File: config.mk
export PLATFORM = sky130hd
export DESIGN_NAME = e1000_intr_mod_flat
export DESIGN_NICKNAME = d
export VERILOG_FILES = /design/src/rtl/e1000_intr_mod_if.sv /design/src/rtl/e1000_intr_mod.sv /design/src/flat_wrapper.sv
export SDC_FILE = /design/constraint.sdc
export NUM_CORES = 1
export LEC_CHECK = 0
export ABC_CLOCK_PERIOD_IN_PS = 4950
export CORE_AREA = 4 4 126 128
export CTS_BUF_LIST = sky130_fd_sc_hd__clkbuf_8
export CTS_CLUSTER_DIAMETER = 40
export DETAILED_ROUTE_END_ITERATION = 10
export DIE_AREA = 0 0 130 132
export HOLD_SLACK_MARGIN = 0.05
export PLACE_DENSITY_LB_ADDON = 0.25
export REMOVE_ABC_BUFFERS = 1
export SYNTH_ARGS = -nofsm -noshare
export SYNTH_HDL_FRONTEND = slang
export SYNTH_SLANG_ARGS = --single-unit
export TNS_END_PERCENT = 5
File: constraint.sdc
create_clock -name aclk -period 4.95 [get_ports aclk]
set_input_delay 1.485 -clock aclk [delete_from_list [all_inputs] [get_ports aclk]]
set_output_delay 1.485 -clock aclk [all_outputs]
set_load 0.02 [all_outputs]
File: src/rtl/e1000_intr_mod_if.sv
// Register-access bus for the interrupt moderation block.
// master drives write data and strobes; slave returns the ICR/IMS contents.
//   wdata      : write data shared by all write strobes
//   ims_wr     : set bits in the mask register
//   imc_wr     : clear bits in the mask register
//   ics_wr     : set bits in the cause register
//   icr_wr     : write-1-to-clear bits in the cause register
//   icr_rd     : cause register read strobe (clear-on-read)
//   icr_rdata  : current cause register value
//   ims_rdata  : current mask register value
interface e1000_intr_mod_if #(
  parameter int unsigned CAUSE_W = 32
) ();
  logic [CAUSE_W-1:0] wdata;
  logic               ims_wr;
  logic               imc_wr;
  logic               ics_wr;
  logic               icr_wr;
  logic               icr_rd;
  logic [CAUSE_W-1:0] icr_rdata;
  logic [CAUSE_W-1:0] ims_rdata;

  modport master (
    output wdata, ims_wr, imc_wr, ics_wr, icr_wr, icr_rd,
    input  icr_rdata, ims_rdata
  );

  modport slave (
    input  wdata, ims_wr, imc_wr, ics_wr, icr_wr, icr_rd,
    output icr_rdata, ims_rdata
  );
endinterface

File: src/rtl/e1000_intr_mod.sv
// E1000-style interrupt cause/mask registers with per-channel interrupt
// moderation (packet delay timer plus absolute delay timer per channel).
//   aclk, aresetn : clock and asynchronous active-low reset
//   regs          : register bus (slave side), see e1000_intr_mod_if
//   cause_in      : immediate cause pulses, one bit per ICR bit
//   ch_event      : per-channel delayed event pulse
//   ch_ide        : per-channel delay enable, qualifies ch_event
//   ch_flush      : per-channel flush pulse, fires an armed channel now
//   ch_pdelay     : per-channel packet delay in ticks (0 = no delay)
//   ch_adelay     : per-channel absolute delay in ticks (0 = disabled)
//   irq           : registered level interrupt, |(ICR & IMS)
module e1000_intr_mod #(
  parameter int unsigned         NUM_CH   = 2,
  parameter int unsigned         CAUSE_W  = 32,
  parameter int unsigned         TIMER_W  = 16,
  parameter int unsigned         TICK_DIV = 128,
  parameter logic [NUM_CH*8-1:0] CH_CAUSE = {8'd7, 8'd0}
) (
  input  logic                      aclk,
  input  logic                      aresetn,
  e1000_intr_mod_if.slave           regs,
  input  logic [CAUSE_W-1:0]        cause_in,
  input  logic [NUM_CH-1:0]         ch_event,
  input  logic [NUM_CH-1:0]         ch_ide,
  input  logic [NUM_CH-1:0]         ch_flush,
  input  logic [NUM_CH*TIMER_W-1:0] ch_pdelay,
  input  logic [NUM_CH*TIMER_W-1:0] ch_adelay,
  output logic                      irq
);

  localparam int unsigned PRE_W = (TICK_DIV > 1) ? $clog2(TICK_DIV) : 1;

  typedef enum logic {
    CH_IDLE  = 1'b0,
    CH_ARMED = 1'b1
  } ch_state_t;

  logic [PRE_W-1:0]   pre;
  logic               tick_c;
  logic [NUM_CH-1:0]  fire_c;
  logic [CAUSE_W-1:0] ch_set_c;
  logic [CAUSE_W-1:0] set_c;
  logic [CAUSE_W-1:0] clr_c;
  logic [CAUSE_W-1:0] icr;
  logic [CAUSE_W-1:0] ims;

  // Free-running delay-tick prescaler.
  assign tick_c = (pre == PRE_W'(TICK_DIV - 1));

  always_ff @(posedge aclk or negedge aresetn) begin
    if (!aresetn) begin
      pre <= '0;
    end else if (tick_c) begin
      pre <= '0;
    end else begin
      pre <= pre + PRE_W'(1);
    end
  end

  // Per-channel moderation timers.
  for (genvar c = 0; c < NUM_CH; c++) begin : g_ch
    ch_state_t          state;
    logic [TIMER_W-1:0] pcnt;
    logic [TIMER_W-1:0] acnt;
    logic [TIMER_W-1:0] pdelay_c;
    logic [TIMER_W-1:0] adelay_c;
    logic               immediate_c;
    logic               expire_c;

    assign pdelay_c    = ch_pdelay[c*TIMER_W +: TIMER_W];
    assign adelay_c    = ch_adelay[c*TIMER_W +: TIMER_W];
    assign immediate_c = ch_event[c] && (!ch_ide[c] || (pdelay_c == '0));
    // A counter loaded with 0 never reaches the 1->0 transition, so it never fires.
    assign expire_c    = tick_c && ((pcnt == TIMER_W'(1)) || (acnt == TIMER_W'(1)));

    // An event always overrides a coincident flush or timer expiry.
    assign fire_c[c] = immediate_c ||
                       (!ch_event[c] && (state == CH_ARMED) && (ch_flush[c] || expire_c));

    always_ff @(posedge aclk or negedge aresetn) begin
      if (!aresetn) begin
        state <= CH_IDLE;
        pcnt  <= '0;
        acnt  <= '0;
      end else if (ch_event[c]) begin
        if (immediate_c) begin
          state <= CH_IDLE;
          pcnt  <= '0;
          acnt  <= '0;
        end else if (state == CH_IDLE) begin
          state <= CH_ARMED;
          pcnt  <= pdelay_c;
          acnt  <= adelay_c;
        end else begin
          pcnt <= pdelay_c;
          // Absolute timer keeps running through restarts; an expiry that
          // lands on an event cycle is held at 1 and fires on the next tick.
          if (tick_c && (acnt > TIMER_W'(1))) begin
            acnt <= acnt - TIMER_W'(1);
          end
        end
      end else if (state == CH_ARMED) begin
        if (fire_c[c]) begin
          state <= CH_IDLE;
          pcnt  <= '0;
          acnt  <= '0;
        end else if (tick_c) begin
          if (pcnt != '0) pcnt <= pcnt - TIMER_W'(1);
          if (acnt != '0) acnt <= acnt - TIMER_W'(1);
        end
      end
    end
  end

  // Map fired channels onto their ICR cause bits.
  always_comb begin
    ch_set_c = '0;
    for (int unsigned c = 0; c < NUM_CH; c++) begin
      if (fire_c[c]) begin
        ch_set_c = ch_set_c | (CAUSE_W'(1) << CH_CAUSE[c*8 +: 8]);
      end
    end
  end

  assign set_c = cause_in | ch_set_c | (regs.ics_wr ? regs.wdata : '0);
  assign clr_c = (regs.icr_wr ? regs.wdata : '0) | {CAUSE_W{regs.icr_rd}};

  // Cause/mask registers and registered interrupt level; set beats clear.
  always_ff @(posedge aclk or negedge aresetn) begin
    if (!aresetn) begin
      icr <= '0;
      ims <= '0;
      irq <= 1'b0;
    end else begin
      icr <= (icr & ~clr_c) | set_c;
      ims <= (ims | (regs.ims_wr ? regs.wdata : '0)) & ~(regs.imc_wr ? regs.wdata : '0);
      irq <= |(icr & ims);
    end
  end

  assign regs.icr_rdata = icr;
  assign regs.ims_rdata = ims;

endmodule

File: src/flat_wrapper.sv
// flat-port wrapper written by rule: the top's interface ports become plain ports
module e1000_intr_mod_flat 
#(
  parameter int unsigned         NUM_CH   = 2,
  parameter int unsigned         CAUSE_W  = 32,
  parameter int unsigned         TIMER_W  = 16,
  parameter int unsigned         TICK_DIV = 128,
  parameter logic [NUM_CH*8-1:0] CH_CAUSE = {8'd7, 8'd0}
)
  (aclk, aresetn, cause_in, ch_event, ch_ide, ch_flush, ch_pdelay, ch_adelay, irq, regs_wdata, regs_ims_wr, regs_imc_wr, regs_ics_wr, regs_icr_wr, regs_icr_rd, regs_icr_rdata, regs_ims_rdata);
  e1000_intr_mod_if #(.CAUSE_W(CAUSE_W)) regs_i ();
  input  logic aclk;
  input  logic aresetn;
  input  logic [CAUSE_W-1:0] cause_in;
  input  logic [NUM_CH-1:0] ch_event;
  input  logic [NUM_CH-1:0] ch_ide;
  input  logic [NUM_CH-1:0] ch_flush;
  input  logic [NUM_CH*TIMER_W-1:0] ch_pdelay;
  input  logic [NUM_CH*TIMER_W-1:0] ch_adelay;
  output logic irq;
  input wire logic [$bits(regs_i.wdata)-1:0] regs_wdata;
  input wire logic [$bits(regs_i.ims_wr)-1:0] regs_ims_wr;
  input wire logic [$bits(regs_i.imc_wr)-1:0] regs_imc_wr;
  input wire logic [$bits(regs_i.ics_wr)-1:0] regs_ics_wr;
  input wire logic [$bits(regs_i.icr_wr)-1:0] regs_icr_wr;
  input wire logic [$bits(regs_i.icr_rd)-1:0] regs_icr_rd;
  output wire logic [$bits(regs_i.icr_rdata)-1:0] regs_icr_rdata;
  output wire logic [$bits(regs_i.ims_rdata)-1:0] regs_ims_rdata;
  assign regs_i.wdata = regs_wdata;
  assign regs_i.ims_wr = regs_ims_wr;
  assign regs_i.imc_wr = regs_imc_wr;
  assign regs_i.ics_wr = regs_ics_wr;
  assign regs_i.icr_wr = regs_icr_wr;
  assign regs_i.icr_rd = regs_icr_rd;
  assign regs_icr_rdata = regs_i.icr_rdata;
  assign regs_ims_rdata = regs_i.ims_rdata;
  e1000_intr_mod #(.NUM_CH(NUM_CH), .CAUSE_W(CAUSE_W), .TIMER_W(TIMER_W), .TICK_DIV(TICK_DIV), .CH_CAUSE(CH_CAUSE)) u_core (.aclk(aclk), .aresetn(aresetn), .regs(regs_i), .cause_in(cause_in), .ch_event(ch_event), .ch_ide(ch_ide), .ch_flush(ch_flush), .ch_pdelay(ch_pdelay), .ch_adelay(ch_adelay), .irq(irq));
endmodule
==> flow_summary_export.csv <==
group,metric,value,unit
sta,slew_headroom,0.204,
drt,wl_per_cell,19.0,um
final_layout,fillers,1216,
clocking,cts_max_level,4,
critical_path,path_class,"in2reg",
synthesis,synth.avg_cell_area,8.72,um2
sta,setup-violations-final,0,
clocking,cts_setup_buffers,0,
global_routing,grtUsageTotal,0.283,
critical_path,start_kind,"input pin",
final_layout,n_antenna_cell,0,
critical_path,arrival,4.07,ns
clocking,clkLatencyLatePin,0.45,ns
final_layout,nets,1261,
clocking,cts_max_path_buffers,2,
synthesis,synthFlopType,"dfrtp_1",
synthesis,netlist.area_leader.share,0.432,
sta,rsz0062_at_grt,"false",
synthesis,yosys.area.top_type,"dfrtp_1",
clocking,cts_buffers,17,
sta,hold_viol,0,
synthesis,yosys_warnings,0,
drt,antenna_left,0,
die,initial_utilization,0.538,
die,ios,206,
drt,drtPass1Iterations,5,
drt,drc,0,
min_path,hold_class,"reg2reg",
sta,drv_slew,0,
final_layout,area_delta_synth_final,32.7,%
die,dieArea,17200,um2
synthesis,synth_edf_count,0,
global_routing,use_met1,0.370,
global_routing,use_met3,0.0750,
clocking,cts_tree,"built",
synthesis,yosysSeqAreaShare,0.432,
critical_path,endpoint_kind,"flip-flop",
placed_design,portBuffers,205,
critical_path,cp.required,5.27,ns
die,core.rowCount,45,
sta,tightestPinTransition,1.19,ns
global_routing,grt_max_degree,111,
clocking,cts.sink_count,138,
clocking,cts_resized,0,
die,core_region_area,14900,um2
global_routing,grt_first_pass_wirelength,39300,um
final_layout,layout-drive-gt1-share,0.0688,
critical_path,cp_max_fo,17,
global_routing,overflow,0,
synthesis,syn-instance-count,917,
sta,fin_crit_sh,0.757,
die,fp.dieW,130,um
sta,clock.fmax,267,MHz
global_routing,first_global_vias,7674,
synthesis,ys_async_sr_fraction,1.00,
drt,vias,8199,
sta,final.setup.tns,0,ns
global_routing,busiest_layer,"met2",
sta,finalClockSkew,0.00946,ns
synthesis,ys_ff_latch,138,
drt,wirelength,24900,um
job,cap_violations,0,
power_and_ir_drop,ir_drop,0.000268,V
status,outcome,"complete, no violations",
clocking,cts_root_buf,"clkbuf_8",
die,die_y,132,um
drt,vias_per_cell,6.27,
clocking,path_clk_slew,0.08,ns
placed_design,routabilityCongestion,0.947,
synthesis,ys_types,70,
global_routing,gr-usage-met2,0.456,
power_and_ir_drop,power_density,361,nW/um2
global_routing,antenna_found_initial,0,
placed_design,post-dp-hpwl,18000,um
clocking,cts_hold_buf,0,
synthesis,synth.area.top_cells,"dfrtp_1 43%, a21oi_1 8.2%, nand2_1 5.5%, o21ai_0 2.9%, nand3b_1 2.8%",
sta,final.min_clock_period,3.75,ns
drt,dr.first_iter.drc_count,674,
synthesis,netlist_area,8000,um2
power_and_ir_drop,leakagePower,4.23,nW
sta,hold_ws,0.463,ns
## state kept, by name, indices dropped and copies added (netlist names)
name                   flops
u_core.regs.ims_rdata     32
u_core.g_ch.acnt          32
u_core.irq                 1
u_core.pre                 7
u_core.g_ch.state          2
u_core.regs.icr_rdata     32
u_core.g_ch.pcnt          32
## area by class of cell
type,instances,area [um2],area share
Timing Repair Buffer,224,2200,0.207
Tap cell,188,235,0.0222
Multi-Input combinational cell,693,4210,0.397
Clock buffer,20,275,0.0259
Clock inverter,11,121,0.0114
Inverter,33,124,0.0117
Sequential cell,138,3450,0.325
## cell usage in the layout (no fill, tap or decap), types with 9 or more instances in the layout
cell and n:
a21oi_1 131, a22o_1 11, a22oi_1 24, a32oi_1 13, buf_4 19, clkbuf_8 20, clkdlybuf4s50_1 204, dfrtp_1 138
ha_1 13, inv_1 34, nand2_1 117, nand3_1 21, nand3b_1 30, nor2_1 44, nor3_1 25, nor4_1 26
o211ai_1 9, o21ai_0 47, o22ai_1 14, or2_2 10, or3_1 17, or4_1 11, xnor2_1 9
## report_power, final
part / switching (mW) / leakage [nW] / internal [mW]
sequential: 0.260 / 1.64 / 1.34
clock: 0.445 / 0.194 / 0.483
combinational: 0.716 / 2.39 / 0.587
## path summary, 6_finish.rpt
path | startpoint | end | slack [ns] | cells after the start
min | u_core.pre[0]$_DFF_PN0_ | u_core.pre[0]$_DFF_PN0_ | 0.46 | 1
max reg2reg | u_core.g_ch[0].acnt[7]$_DFFE_PN0P_ | u_core.g_ch[0].acnt[3]$_DFFE_PN0P_ | 1.30 | 6
max in group asynchronous | aresetn | u_core.g_ch[1].acnt[7]$_DFFE_PN0P_ | 2.92 | 2
min in group asynchronous | aresetn | u_core.regs.icr_rdata[26]$_DFF_PN0_ | 1.16 | 1
min reg2reg | u_core.pre[0]$_DFF_PN0_ | u_core.pre[0]$_DFF_PN0_ | 0.46 | 1
max | ch_pdelay[18] | u_core.g_ch[1].acnt[4]$_DFFE_PN0P_ | 1.20 | 8
## cell families (layout without fill, tap and decap cells)
kind of cell / after synthesis / in the layout / share of synthesized area
compound gates: 330 / 330 / 0.268
xor+xnor: 12 / 12 / 0.0131
fa+ha+maj: 13 / 13 / 0.0203
buf+inv: 86 / 288 / 0.0443
flops: 138 / 138 / 0.432
mux: 3 / 3 / 0.00422
simple gates: 335 / 335 / 0.218
## cells in the mapped netlist (5+ instances only)
master	count
ha_1	13
nand2_1	117
inv_1	33
nand4_1	7
or3_1	17
nand3_1	21
a22oi_1	24
dfrtp_1	138
o2bb2ai_1	7
a21oi_1	131
nand3b_1	30
a32oi_1	13
o22ai_1	14
or2_2	10
a221oi_1	8
nor3_1	25
a22o_1	11
o211ai_1	9
clkbuf_1	45
o21ai_0	47
or4_1	11
xnor2_1	9
a221o_1	8
nor4_1	26
a2bb2oi_1	5
nor2_1	44
## stage by stage
step / setup WS, ns / power (mW) / instances / instance area (um2) / utilization
after detailed placement: 0.768 / 2.90 / 1276 / 10200 / 0.687
final: 1.20 / 3.83 / 1307 / 10600 / 0.714
after global routing: 1.08 / 4.06 / 1307 / 10600 / 0.714
after global placement: 0.956 / 2.86 / 1276 / 10200 / 0.687
after floorplan: 0.291 / 2.35 / 864 / 7770 / -
after CTS: 1.26 / 3.83 / 1307 / 10600 / 0.714
## per-layer routing
| metal | share of wire | vias up |
|---|---|---|
| met3 | 0.089 | 51 |
| met2 | 0.48 | 394 |
| met5 | 0 | - |
| met4 | 0.021 | 0 |
| li1 | - | 3836 |
| met1 | 0.41 | 3918 |
## critical path, stage by stage
cell	delay [ns]
clkdlybuf4s50_1	0.45
nor4_1	0.45
a41oi_2	0.19
buf_4	0.20
a221oi_1	0.35
o21ai_1	0.48
a32oi_1	0.36
o22ai_1	0.10
Note: power is estimated with default switching activity, not from simulation.
